File: config.mk
export PLATFORM = sky130hd
export DESIGN_NAME = pwm_dac_bank
export DESIGN_NICKNAME = d
export VERILOG_FILES = /design/src/rtl/pwm_dac_bank_pkg.sv /design/src/rtl/pwm_dac_bank_channel.sv /design/src/rtl/pwm_dac_bank.sv
export SDC_FILE = /design/constraint.sdc
export NUM_CORES = 1
export LEC_CHECK = 0
export CAP_MARGIN = 20
export CORE_ASPECT_RATIO = 2
export CORE_UTILIZATION = 25
export DETAILED_ROUTE_END_ITERATION = 12
export HOLD_SLACK_MARGIN = 0.03
export SLEW_MARGIN = 40
export SYNTH_ARGS = -nofsm -noshare
export SYNTH_HDL_FRONTEND = slang
export SYNTH_SLANG_ARGS = --single-unit
File: constraint.sdc
create_clock -name ipClk -period 8.74 [get_ports ipClk]
set_clock_uncertainty 0.05 [all_clocks]
set_input_delay 1.748 -clock ipClk [delete_from_list [all_inputs] [get_ports ipClk]]
set_output_delay 1.748 -clock ipClk [all_outputs]
set_load 0.01 [all_outputs]
File: src/rtl/pwm_dac_bank_pkg.sv
// Shared types for the PWM/sigma-delta DAC bank.
// Holds the output-mode encoding and the decode that folds the reserved code onto edge-aligned PWM.
package pwm_dac_bank_pkg;

  typedef enum logic [1:0] {
    PWM_EDGE        = 2'd0,
    PWM_CENTRE      = 2'd1,
    PWM_SIGMA_DELTA = 2'd2
  } PWM_MODE;

  function automatic PWM_MODE decode_mode(input logic [1:0] raw);
    case (raw)
      2'd1:    return PWM_CENTRE;
      2'd2:    return PWM_SIGMA_DELTA;
      default: return PWM_EDGE;
    endcase
  endfunction

endpackage

File: src/rtl/pwm_dac_bank_channel.sv
// One DAC channel: PWM comparator plus first-order sigma-delta accumulator.
// Registered output, 1 cycle after cnt; no backpressure.
module pwm_dac_channel
  import pwm_dac_bank_pkg::*;
#(
  parameter int WIDTH = 8
) (
  input  logic             ipClk,
  input  logic             ipReset,
  input  logic             en,
  input  logic             clear,
  input  PWM_MODE          mode,
  input  logic [WIDTH-1:0] cnt,
  input  logic [WIDTH-1:0] duty,
  output logic             raw
);

  logic [WIDTH-1:0] acc_q, acc_d, acc_in;
  logic [WIDTH:0]   sum;
  logic             raw_q, raw_d;

  always_comb begin
    // clear restarts the accumulator from 0 in the current cycle
    acc_in = clear ? '0 : acc_q;
    sum    = {1'b0, acc_in} + {1'b0, duty};
    acc_d  = '0;
    raw_d  = 1'b0;
    if (en) begin
      if (mode == PWM_SIGMA_DELTA) begin
        acc_d = sum[WIDTH-1:0];
        raw_d = sum[WIDTH];
      end else begin
        raw_d = (cnt < duty);
      end
    end
  end

  always_ff @(posedge ipClk or negedge ipReset) begin
    if (!ipReset) begin
      acc_q <= '0;
      raw_q <= 1'b0;
    end else begin
      acc_q <= acc_d;
      raw_q <= raw_d;
    end
  end

  assign raw = raw_q;

endmodule

File: src/rtl/pwm_dac_bank.sv
// Multi-channel PWM/sigma-delta DAC bank on one shared counter; duty words double-buffered to period boundaries.
// Outputs registered 1 cycle after the counter; opDutyReady low while a captured word waits for the next boundary.
module pwm_dac_bank
  import pwm_dac_bank_pkg::*;
#(
  parameter int CHANNELS  = 4,
  parameter int WIDTH     = 8,
  parameter bit SIGNED_IN = 1'b1
) (
  input  logic                      ipClk,
  input  logic                      ipReset,
  input  logic                      ipEnable,
  input  logic [1:0]                ipMode,
  input  logic [CHANNELS*WIDTH-1:0] ipDuty,
  input  logic                      ipDutyValid,
  output logic                      opDutyReady,
  output logic                      opPeriodStart,
  output logic [CHANNELS-1:0]       opPWM
);

  localparam logic [WIDTH-1:0] CNT_MAX = {WIDTH{1'b1}};

  logic [WIDTH-1:0] cnt_q, cnt_d;
  logic             down_q, down_d;
  PWM_MODE          mode_q, mode_d, mode_in, mode_eff;
  logic             pend_full_q, pend_full_d;
  logic             start_q, start_d;
  logic             boundary, mode_chg, accept, chan_clear;
  logic [WIDTH-1:0] duty_in;
  logic [WIDTH-1:0] pend_q   [CHANNELS];
  logic [WIDTH-1:0] pend_d   [CHANNELS];
  logic [WIDTH-1:0] shadow_q [CHANNELS];
  logic [WIDTH-1:0] shadow_d [CHANNELS];
  logic [WIDTH-1:0] duty_eff [CHANNELS];

  always_comb begin
    mode_in    = decode_mode(ipMode);
    // cnt==0 only ever occurs at the start of the up-count, so one test covers all modes
    boundary   = ipEnable && (cnt_q == '0);
    mode_eff   = boundary ? mode_in : mode_q;
    mode_chg   = boundary && (mode_in != mode_q);
    chan_clear = !ipEnable || mode_chg;
    accept     = ipDutyValid && !pend_full_q;

    pend_full_d = pend_full_q;
    mode_d      = mode_q;
    pend_d      = pend_q;
    shadow_d    = shadow_q;
    duty_in     = '0;
    for (int k = 0; k < CHANNELS; k++) begin
      duty_in = ipDuty[k*WIDTH +: WIDTH];
      if (SIGNED_IN) duty_in[WIDTH-1] = ~duty_in[WIDTH-1];
      if (accept) pend_d[k] = duty_in;
      // the boundary cycle already uses the words it promotes
      duty_eff[k] = (boundary && pend_full_q) ? pend_q[k] : shadow_q[k];
    end
    if (accept) pend_full_d = 1'b1;
    if (boundary) begin
      mode_d = mode_in;
      if (pend_full_q) begin
        shadow_d    = pend_q;
        pend_full_d = 1'b0;
      end
    end

    cnt_d  = '0;
    down_d = 1'b0;
    if (ipEnable) begin
      if (mode_eff == PWM_CENTRE) begin
        if (down_q) begin
          cnt_d  = cnt_q - WIDTH'(1);
          down_d = (cnt_q != WIDTH'(1));
        end else if (cnt_q == CNT_MAX) begin
          cnt_d  = CNT_MAX - WIDTH'(1);
          down_d = 1'b1;
        end else begin
          cnt_d = cnt_q + WIDTH'(1);
        end
      end else begin
        cnt_d = cnt_q + WIDTH'(1);
      end
    end
    start_d = boundary;
  end

  always_ff @(posedge ipClk or negedge ipReset) begin
    if (!ipReset) begin
      cnt_q       <= '0;
      down_q      <= 1'b0;
      mode_q      <= PWM_EDGE;
      pend_full_q <= 1'b0;
      start_q     <= 1'b0;
      pend_q      <= '{default: '0};
      shadow_q    <= '{default: '0};
    end else begin
      cnt_q       <= cnt_d;
      down_q      <= down_d;
      mode_q      <= mode_d;
      pend_full_q <= pend_full_d;
      start_q     <= start_d;
      pend_q      <= pend_d;
      shadow_q    <= shadow_d;
    end
  end

  assign opDutyReady   = ~pend_full_q;
  assign opPeriodStart = start_q;

  for (genvar g = 0; g < CHANNELS; g++) begin : g_ch
    pwm_dac_channel #(.WIDTH(WIDTH)) u_ch (
      .ipClk   (ipClk),
      .ipReset (ipReset),
      .en      (ipEnable),
      .clear   (chan_clear),
      .mode    (mode_eff),
      .cnt     (cnt_q),
      .duty    (duty_eff[g]),
      .raw     (opPWM[g])
    );
  end

endmodule

==> results.yml, run 1 <==
run_status:
  status: "complete, no violations"
logic_synthesis:
  syn-cell-area_um2: 7040
  synthCells: 770
  synth_cell_type_count: 76
  yosysSeqAreaShare: 0.402
  synth_fp_nets: 864
  synth_edf_count: 0
  ys_seq_elements: 113
  yosys_warnings: 0
  yosys-top-cells-count: "nand2_1 (179), dfrtp_1 (113), ha_1 (56)"
  yosysMostFrequentCell: "nand2_1"
  yosys.area.top_type: "dfrtp_1"
  synthTopCellsByArea: "dfrtp_1 (40%), ha_1 (10%), nand2_1 (9.6%)"
  synth.avg_cell_area_um2: 9.14
  synthDominantCellAreaShare: 0.402
  async_reset_ff_frac: 1.00
  synth_ff_type: "dfrtp_1"
clock_tree:
  ctsHoldBuffers: 0
  max-clock-path-buffers: 2
  clk_pin_slew_worst_paths_ps: 60
  htreeDepth: 4
  post_cts_buffers: 0
  cts_resized: 0
  clock_latency_ps: 430
  cts_inserted_buffers: 17
  cts_tree: "done"
  cts_root_buf: "clkbuf_16"
  cts.sinks: 113
die:
  start_util: 0.254
  die_y_um: 239
  chipWidth_um: 121
  die_area_um2: 28900
  num_io_pins: 44
  rows: 86
  core_area_um2: 27700
power_and_ir_drop:
  power_mw: 2.32
  combPwrFrac: 0.329
  power_frac_clock: 0.336
  vdd_drop_max_mv: 0.134
  powerDensity_nw_per_um2: 273
  switching_share: 0.354
  p_int_mw: 1.50
  p_switching_mw: 0.821
  leakage_nw: 4.21
  p_seq_frac: 0.335
detailed_routing:
  vias: 5748
  drt_iter0_markers: 233
  wl_met2_um: 10400
  ant_nets: 0
  top_layer: "met4"
  dr.pass1.iters: 4
  drcViolationCount: 0
  viasPerCell: 4.89
  wl_um: 19400
  dr_wl_met3_um: 608
  wl_met1_um: 7270
  wl_per_cell_um: 16.5
setup_path:
  critPathCaptureType: "flip-flop"
  crit_required_ps: 8970
  critPathArrivalTime_ps: 6360
  path_class: "in -> reg"
  crit_fanout: 20
  start_kind: "input port"
min_path:
  hp-class: "reg -> reg"
layout:
  antenna_cells: 0
  fin_nets: 904
  drive_gt1_frac: 0.101
  design_area_um2: 8500
  syn2layout_area_growth_pct: 20.9
placed_design:
  placed_area_um2: 7840
  portBuffers: 43
  gp_congestion: 0.836
  post-dp-hpwl_um: 14200
sta:
  rsz0062_at_grt: "no"
  slew_viol_final: 0
  relSlewSlack: 0.445
  fin_crit_ps: 6130
  fmax_mhz: 163
  timing.final.crit_share: 0.702
  setup_viol: 0
  setup_tns_ps: 0
  hold_viol_final: 0
  worst_pin_slew_ps: 829
  holdWs_ps: 416
global_route:
  grt_pass1_vias: 6106
  globalRouteOverflowTotal: 0
  grt_usage: 0.145
  grt_pass1_wl_um: 31800
  grt_antenna_before_repair: 0
  grt_max_degree: 54
flow_run:
  maxCapViolCount: 0
-- through the flow --
step	setup slack [ps]	utilization	cells
floorplan	3600	-	770
global placement	2210	0.282	1142
detailed placement	2180	0.283	1143
CTS	2620	0.307	1175
global route	2330	0.307	1175
finish	2610	0.307	1175
-- placed cells by master, fill, tap and decap left out, drive strengths merged, types with 3 or more instances in the layout --
cell type | Yosys | final
bufinv | 0 | 5
clkinv | 0 | 9
a21o | 11 | 11
mux2i | 21 | 21
ha | 56 | 56
nor4bb | 5 | 5
o311ai | 3 | 3
xor2 | 12 | 12
o2111ai | 3 | 3
a221oi | 4 | 4
nor3 | 14 | 14
xnor2 | 25 | 25
clkbuf | 18 | 17
o221ai | 5 | 5
dfrtp | 113 | 113
nand3 | 13 | 13
and3 | 17 | 17
clkdlybuf4s50 | 0 | 42
o211ai | 8 | 8
inv | 44 | 45
nand2b | 9 | 9
nor4 | 4 | 4
nor2 | 38 | 38
a22oi | 3 | 3
nor2b | 8 | 8
a31o | 3 | 3
o21a | 3 | 3
and2 | 25 | 25
mux2 | 8 | 8
nor4b | 4 | 4
a2111oi | 5 | 5
buf | 14 | 11
o21ai | 20 | 20
a21oi | 22 | 22
a31oi | 8 | 8
nand4 | 6 | 6
a211oi | 6 | 6
nand2 | 180 | 180
-- area by class of cell --
cell class,instances,area (um2)
fill,2859,19200
clock buffer,17,425
sequential,113,2830
clock inverter,15,234
inverter,44,165
multi-input combinational,581,3890
timing repair buffer,53,515
tap,352,440
-- critical path, cell delays in order --
cell             delay [ps]
clkdlybuf4s50_1         790
or4bb_1                 550
nor3_4                  680
buf_4                   430
mux2_2                  390
ha_1                    240
nor4bb_1                160
mux2_2                  270
o311ai_0                460
o2111ai_1               280
nand4_1                 190
a21o_1                  120
a21oi_1                  50
-- power groups by stage --
stage	clock, mW	sequential, mW	combinational, mW
6_report	0.779	0.777	0.762
5_1_grt	0.815	0.796	0.862
4_1_cts	0.791	0.778	0.772
3_5_place_dp	0	0.784	0.764
3_3_place_gp	0	0.782	0.749
2_1_floorplan	0	0.740	0.579
-- worst paths after layout --
check / startpoint / to / slack [ps] / cells past startpoint
worst max register to register: cnt_q[1] / g_ch[0].u_ch.acc_q[7] / 3530 / 14
max in group asynchronous: ipReset / pend_q[17] / 6250 / 3
worst min register to register: pend_q[5] / pend_q[5] / 420 / 2
min in group asynchronous: ipReset / pend_q[15] / 1300 / 1
worst max-delay path: ipEnable / g_ch[0].u_ch.acc_q[7] / 2610 / 13
worst min-delay path: pend_q[5] / pend_q[5] / 420 / 2
-- routing by layer --
metal / global-route usage / up-vias
met3: 0.0271 / 55
met4: 0.0995 / 0
met5: 0 / -
li1: - / 2752
met2: 0.266 / 136
met1: 0.146 / 2805
-- state kept, by name (all words and copies together) (netlist names), 2 cells and up --
register and flops:
pend_q 32, mode_q 2, cnt_q 8, g_ch.u_ch.raw 4
g_ch.u_ch.acc_q 32, shadow_q 32
-- kinds of logic (layout without fill, tap and decap cells) --
family / after synthesis / count (layout) / share of synthesized area
mux: 29 / 29 / 0.0448
xor+xnor: 37 / 37 / 0.0471
compound gates: 127 / 127 / 0.136
fa+ha+maj: 57 / 57 / 0.101
buf+inv: 76 / 129 / 0.0469
simple gates: 331 / 331 / 0.222
flops: 113 / 113 / 0.402
No activity file was read; power rests on OpenSTA's default activity.
==> run 2, diff against run 1 <==
Clock period 8.74 ns to 5.7 ns, I/O delays scaled along.
==> run 2 against run 1 <==
Compared with the run above:
- global-route usage is 0.10 points higher
- power is 52% higher
- setup slack worse by 1400 ps
- critical path type unchanged
- hold slack worse by 3.1 ps
- via count is 0.54% higher
==> results.yml, run 2 (synthesized netlist as in run 1, its figures left out) <==
die:
  chipWidth_um: 121
  rows: 86
  core_area_um2: 27700
  num_io_pins: 44
  die_area_um2: 28900
  die_y_um: 239
  start_util: 0.254
global_route:
  grt_usage: 0.146
  grt_pass1_vias: 6167
  globalRouteOverflowTotal: 0
  grt_antenna_before_repair: 0
  grt_max_degree: 62
  grt_pass1_wl_um: 31900
sta:
  worst_pin_slew_ps: 743
  relSlewSlack: 0.505
  fin_crit_ps: 4540
  setup_tns_ps: 0
  fmax_mhz: 220
  rsz0062_at_grt: "no"
  hold_viol_final: 0
  slew_viol_final: 0
  timing.final.crit_share: 0.796
  setup_viol: 0
  setup_ws_ps: 1160
detailed_routing:
  vias: 5779
  viasPerCell: 4.89
  dr.pass1.iters: 5
  drcViolationCount: 0
  drt_iter0_markers: 245
  ant_nets: 0
  wl_per_cell_um: 16.6
  wl_um: 19600
run_status:
  status: "complete, no violations"
min_path:
  hp-class: "reg -> reg"
layout:
  design_area_um2: 8510
  fin_nets: 913
  reg_top3: "g_ch.u_ch.acc_q: 32 flops, pend_q: 32 flops, shadow_q: 32 flops"
  utilization: 0.308
  fillCellCount: 2826
  drive_gt1_frac: 0.102
  final_cell_mix: "nand2_1 (179), dfrtp_1 (113), ha_1 (56)"
  layout_commonest_cell: "nand2_1"
  antenna_cells: 0
  syn2layout_area_growth_pct: 21.0
setup_path:
  cp_slowest_stage_delay_ps: 570
  path_cells: "clkdlybuf4s50_1 > or4bb_1 > nor3_4 > buf_4 > mux2i_2 > inv_2 > xnor2_1 > ha_1 > or3_1 > a31oi_1 > a211oi_2 > a41o_1 > nor4_1 > a211oi_2"
  critPathArrivalTime_ps: 4790
  critPathSlowestCell: "clkdlybuf4s50_1"
  critPathCaptureType: "flip-flop"
  crit_fanout: 17
  critical_path_buf_inv_count: 3
  path_class: "in -> reg"
  cp_common_cell: "a211oi_2"
  cpLargestDelayFamily: "simple AND/OR/NAND/NOR gates"
  start_kind: "input port"
  crit_required_ps: 5950
power_and_ir_drop:
  powerDensity_nw_per_um2: 414
  vdd_drop_max_mv: 0.226
  leakage_nw: 4.23
clock_tree:
  htreeDepth: 4
  cts_tree: "done"
  cts.sinks: 113
  clock_latency_ps: 430
  ctsHoldBuffers: 0
  max-clock-path-buffers: 2
  cts_inserted_buffers: 17
  post_cts_buffers: 0
  clk_pin_slew_worst_paths_ps: 50
  cts_resized: 0
  cts_root_buf: "clkbuf_16"
placed_design:
  post-dp-hpwl_um: 14500
  post-place-ws_ps: 744
  portBuffers: 43
  placed_area_um2: 7880
  gp_congestion: 0.865
flow_run:
  maxCapViolCount: 0
==> run 2: changes by cell type in the layout (fill, tap and decap cells not counted), sizes merged <==
cell      change
clkinv        -5
clkbuf        +3
clkinvlp      +1
buf           +9
==> run 2: through the flow <==
step / instances / power (mW) / hold slack [ps]
after floorplan: 770 / 2.02 / 389
after global placement: 1152 / 2.37 / 402
after detailed placement: 1152 / 2.40 / 406
after CTS: 1183 / 3.56 / 419
after global routing: 1183 / 3.76 / 442
final: 1183 / 3.52 / 413
==> run 2: final timing paths <==
check	from	to	slack, ps	cells past startpoint
hold / removal	shadow_q[7]	shadow_q[7]	410	2
min in group asynchronous	ipReset	shadow_q[4]	650	1
max in group asynchronous	ipReset	pend_q[18]	3830	2
hold reg to reg	shadow_q[7]	shadow_q[7]	410	2
setup reg to reg	cnt_q[1]	g_ch[2].u_ch.raw	1340	16
setup / recovery	ipEnable	g_ch[2].u_ch.raw	1160	14
==> run 2: where the power goes <==
part | switching, mW | leakage (nW) | internal (mW) | total [mW]
sequential | 0.157 | 1.47 | 1.03 | 1.19
clock | 0.374 | 0.304 | 0.769 | 1.14
combinational | 0.696 | 2.46 | 0.498 | 1.19
==> run 2: layout make-up <==
type / instances / area (um2) / share of cell area
timing repair buffer: 62 / 574 / 0.0675
multi-input combinational: 581 / 3880 / 0.456
inverter: 44 / 165 / 0.0194
clock inverter: 11 / 186 / 0.0219
clock buffer: 20 / 437 / 0.0513
sequential: 113 / 2830 / 0.332
tap: 352 / 440 / 0.0517
==> run 2: metal layers <==
layer	up-vias	routed length [um]	track usage
met4	0	845	0.0894
met5	-	0	0
met2	133	10800	0.273
met3	58	606	0.0305
met1	2824	7360	0.145
li1	2764	-	-
==> run 2: worst register-to-register path: cells and delay by family, from the launching register on <==
kind | cells | cell delay, ps
AND/OR/NAND/NOR | 4 | 1340
buffers and inverters | 4 | 830
AO/OA/AOI/OAI | 4 | 650
adder cells (fa/ha/maj) | 2 | 460
multiplexers | 1 | 390
flip-flops | 1 | 360
XOR/XNOR | 1 | 150
==> run 3, diff against run 2 <==
Clock period 5.7 ns to 4.25 ns, I/O delays scaled along.
==> run 3 against run 2 <==
Compared with the run above:
- flip-flop and latch count did not move
- core utilization rose by 1.3 points
- register-to-register slack lost 840 ps
- critical path depth unchanged
- die area did not move
- design area rose by 4.3%
- critical path type unchanged
- clock-buffer cell count is 1 lower
- sequential power increased by 34%
- hold slack worse by 42 ps
- power increased by 35%
- setup slack got worse by 940 ps
==> results.yml, run 3 (synthesized netlist as in run 1, its figures left out) <==
placed_design:
  gp_congestion: 0.877
  place_inst: 1200
  portBuffers: 43
  post-place-ws_ps: -89.2
  placed_area_um2: 8290
  post-dp-hpwl_um: 15000
power_and_ir_drop:
  combPwrFrac: 0.368
  switching_share: 0.358
  leakage_nw: 4.45
  p_int_mw: 3.06
  p_seq_frac: 0.334
  vdd_drop_max_mv: 0.232
  powerDensity_nw_per_um2: 537
  p_switching_mw: 1.71
  power_frac_clock: 0.298
setup_path:
  r2r_cells: 15
  r2r_slack_ps: 500
  critPathArrivalTime_ps: 4270
  crit_required_ps: 4500
  cp_slowest_stage_delay_ps: 560
  rr_endpoint: "g_ch[3].u_ch.raw"
  crit_fanout: 10
  start_kind: "input port"
  cpLargestDelayFamily: "simple AND/OR/NAND/NOR gates"
  critPathSlowestCell: "clkdlybuf4s50_1"
  path_class: "in -> reg"
  path_cells: "clkdlybuf4s50_1 > or4bb_1 > nor3_4 > buf_12 > buf_4 > mux2_4 > ha_1 > or2_2 > nor2_1 > o21ai_0 > o221ai_1 > o21ai_1 > a2111oi_0 > a311oi_1"
  critical_path_buf_inv_count: 3
  critPathCaptureType: "flip-flop"
  r2r_start: "cnt_q[1]"
detailed_routing:
  vias: 5853
  top_layer: "met4"
  dr_wl_met3_um: 482
  wl_um: 19900
  viasPerCell: 4.75
  wl_met2_um: 10700
  ant_nets: 0
  drcViolationCount: 0
  dr.pass1.iters: 5
  drt_iter0_markers: 247
  wl_met1_um: 7770
  wl_per_cell_um: 16.2
clock_tree:
  clk_pin_slew_worst_paths_ps: 50
  post_cts_buffers: 0
  cts_resized: 0
  cts_tree: "done"
  max-clock-path-buffers: 2
  ctsHoldBuffers: 0
  cts.sinks: 113
  clock_latency_ps: 440
  cts_inserted_buffers: 17
  cts_root_buf: "clkbuf_16"
  htreeDepth: 4
die:
  die_y_um: 239
  chipWidth_um: 121
  rows: 86
  start_util: 0.254
  num_io_pins: 44
  die_area_um2: 28900
  core_area_um2: 27700
flow_run:
  maxCapViolCount: 0
sta:
  setup_ws_ps: 223
  hold_viol_final: 0
  slew_viol_final: 0
  setup_viol: 0
  fin_crit_ps: 4030
  fmax_mhz: 248
  rsz0062_at_grt: "no"
  relSlewSlack: 0.499
  holdWs_ps: 371
  worst_pin_slew_ps: 748
  timing.final.crit_share: 0.947
layout:
  layout_commonest_cell: "nand2_1"
  syn2layout_area_growth_pct: 26.2
  reg_top3: "g_ch.u_ch.acc_q: 32 flops, pend_q: 32 flops, shadow_q: 32 flops"
  antenna_cells: 0
  drive_gt1_frac: 0.157
  design_area_um2: 8880
  fin_nets: 961
  fillCellCount: 2848
  final_cell_mix: "nand2_1 (179), dfrtp_1 (113), buf_4 (65)"
  utilization: 0.321
  final_cell_count_no_fill: 1232
global_route:
  grt_max_degree: 46
  grt_pass1_vias: 6181
  grt_antenna_before_repair: 0
  globalRouteOverflowTotal: 0
  grt_usage: 0.147
  grt_pass1_wl_um: 32000
min_path:
  hp-class: "in -> async"
run_status:
  status: "complete, no violations"
==> run 3: changes by cell type in the layout (fill, tap and decap cells not counted), sizes merged <==
| cell | before | now |
|---|---|---|
| buf | 20 | 68 |
| clkinvlp | 1 | 6 |
| bufinv | 5 | 2 |
| clkbuf | 20 | 19 |
| clkinv | 4 | 5 |
| inv | 45 | 44 |
==> run 3: power groups by stage <==
stage                     Clock, mW  Sequential (mW)  Combinational, mW
after floorplan                   0             1.52               1.19
after global placement            0             1.60               1.73
after detailed placement          0             1.61               1.76
after CTS                      1.45             1.59               1.77
after global routing           1.50             1.63               1.97
final                          1.42             1.59               1.76
==> run 3: cell type report <==
cell class                 instances  area, um2  share of cell area
sequential                       113       2830               0.318
timing repair buffer             110        968               0.109
tap                              352        440              0.0496
clock inverter                    13        138              0.0155
clock buffer                      19        453              0.0510
inverter                          44        165              0.0186
multi-input combinational        581       3890               0.438
==> run 3: per-stage QoR <==
step                      power, mW  setup TNS [ps]
after floorplan                2.71               0
after global placement         3.33            -129
after detailed placement       3.36            -363
after CTS                      4.81               0
after global routing           5.09               0
final                          4.77               0
==> run 3: how the worst max path moves through the flow <==
stage | from | endpoint | slack [ps] | cells past startpoint
after floorplan | cnt_q[1] | g_ch[0].u_ch.acc_q[7] | 80 | 16
after global placement | ipEnable | g_ch[0].u_ch.acc_q[7] | -70 | 13
after detailed placement | ipEnable | g_ch[0].u_ch.acc_q[7] | -90 | 13
after CTS | ipEnable | g_ch[3].u_ch.raw | 320 | 14
after global routing | ipEnable | g_ch[0].u_ch.acc_q[7] | 80 | 14
final | ipEnable | g_ch[3].u_ch.raw | 220 | 14
==> run 3: metal layers <==
metal  GRT usage  vias up
met5           0        -
met4      0.0902        0
met3      0.0262       47
met2       0.270      112
met1       0.152     2826
li1            -     2868
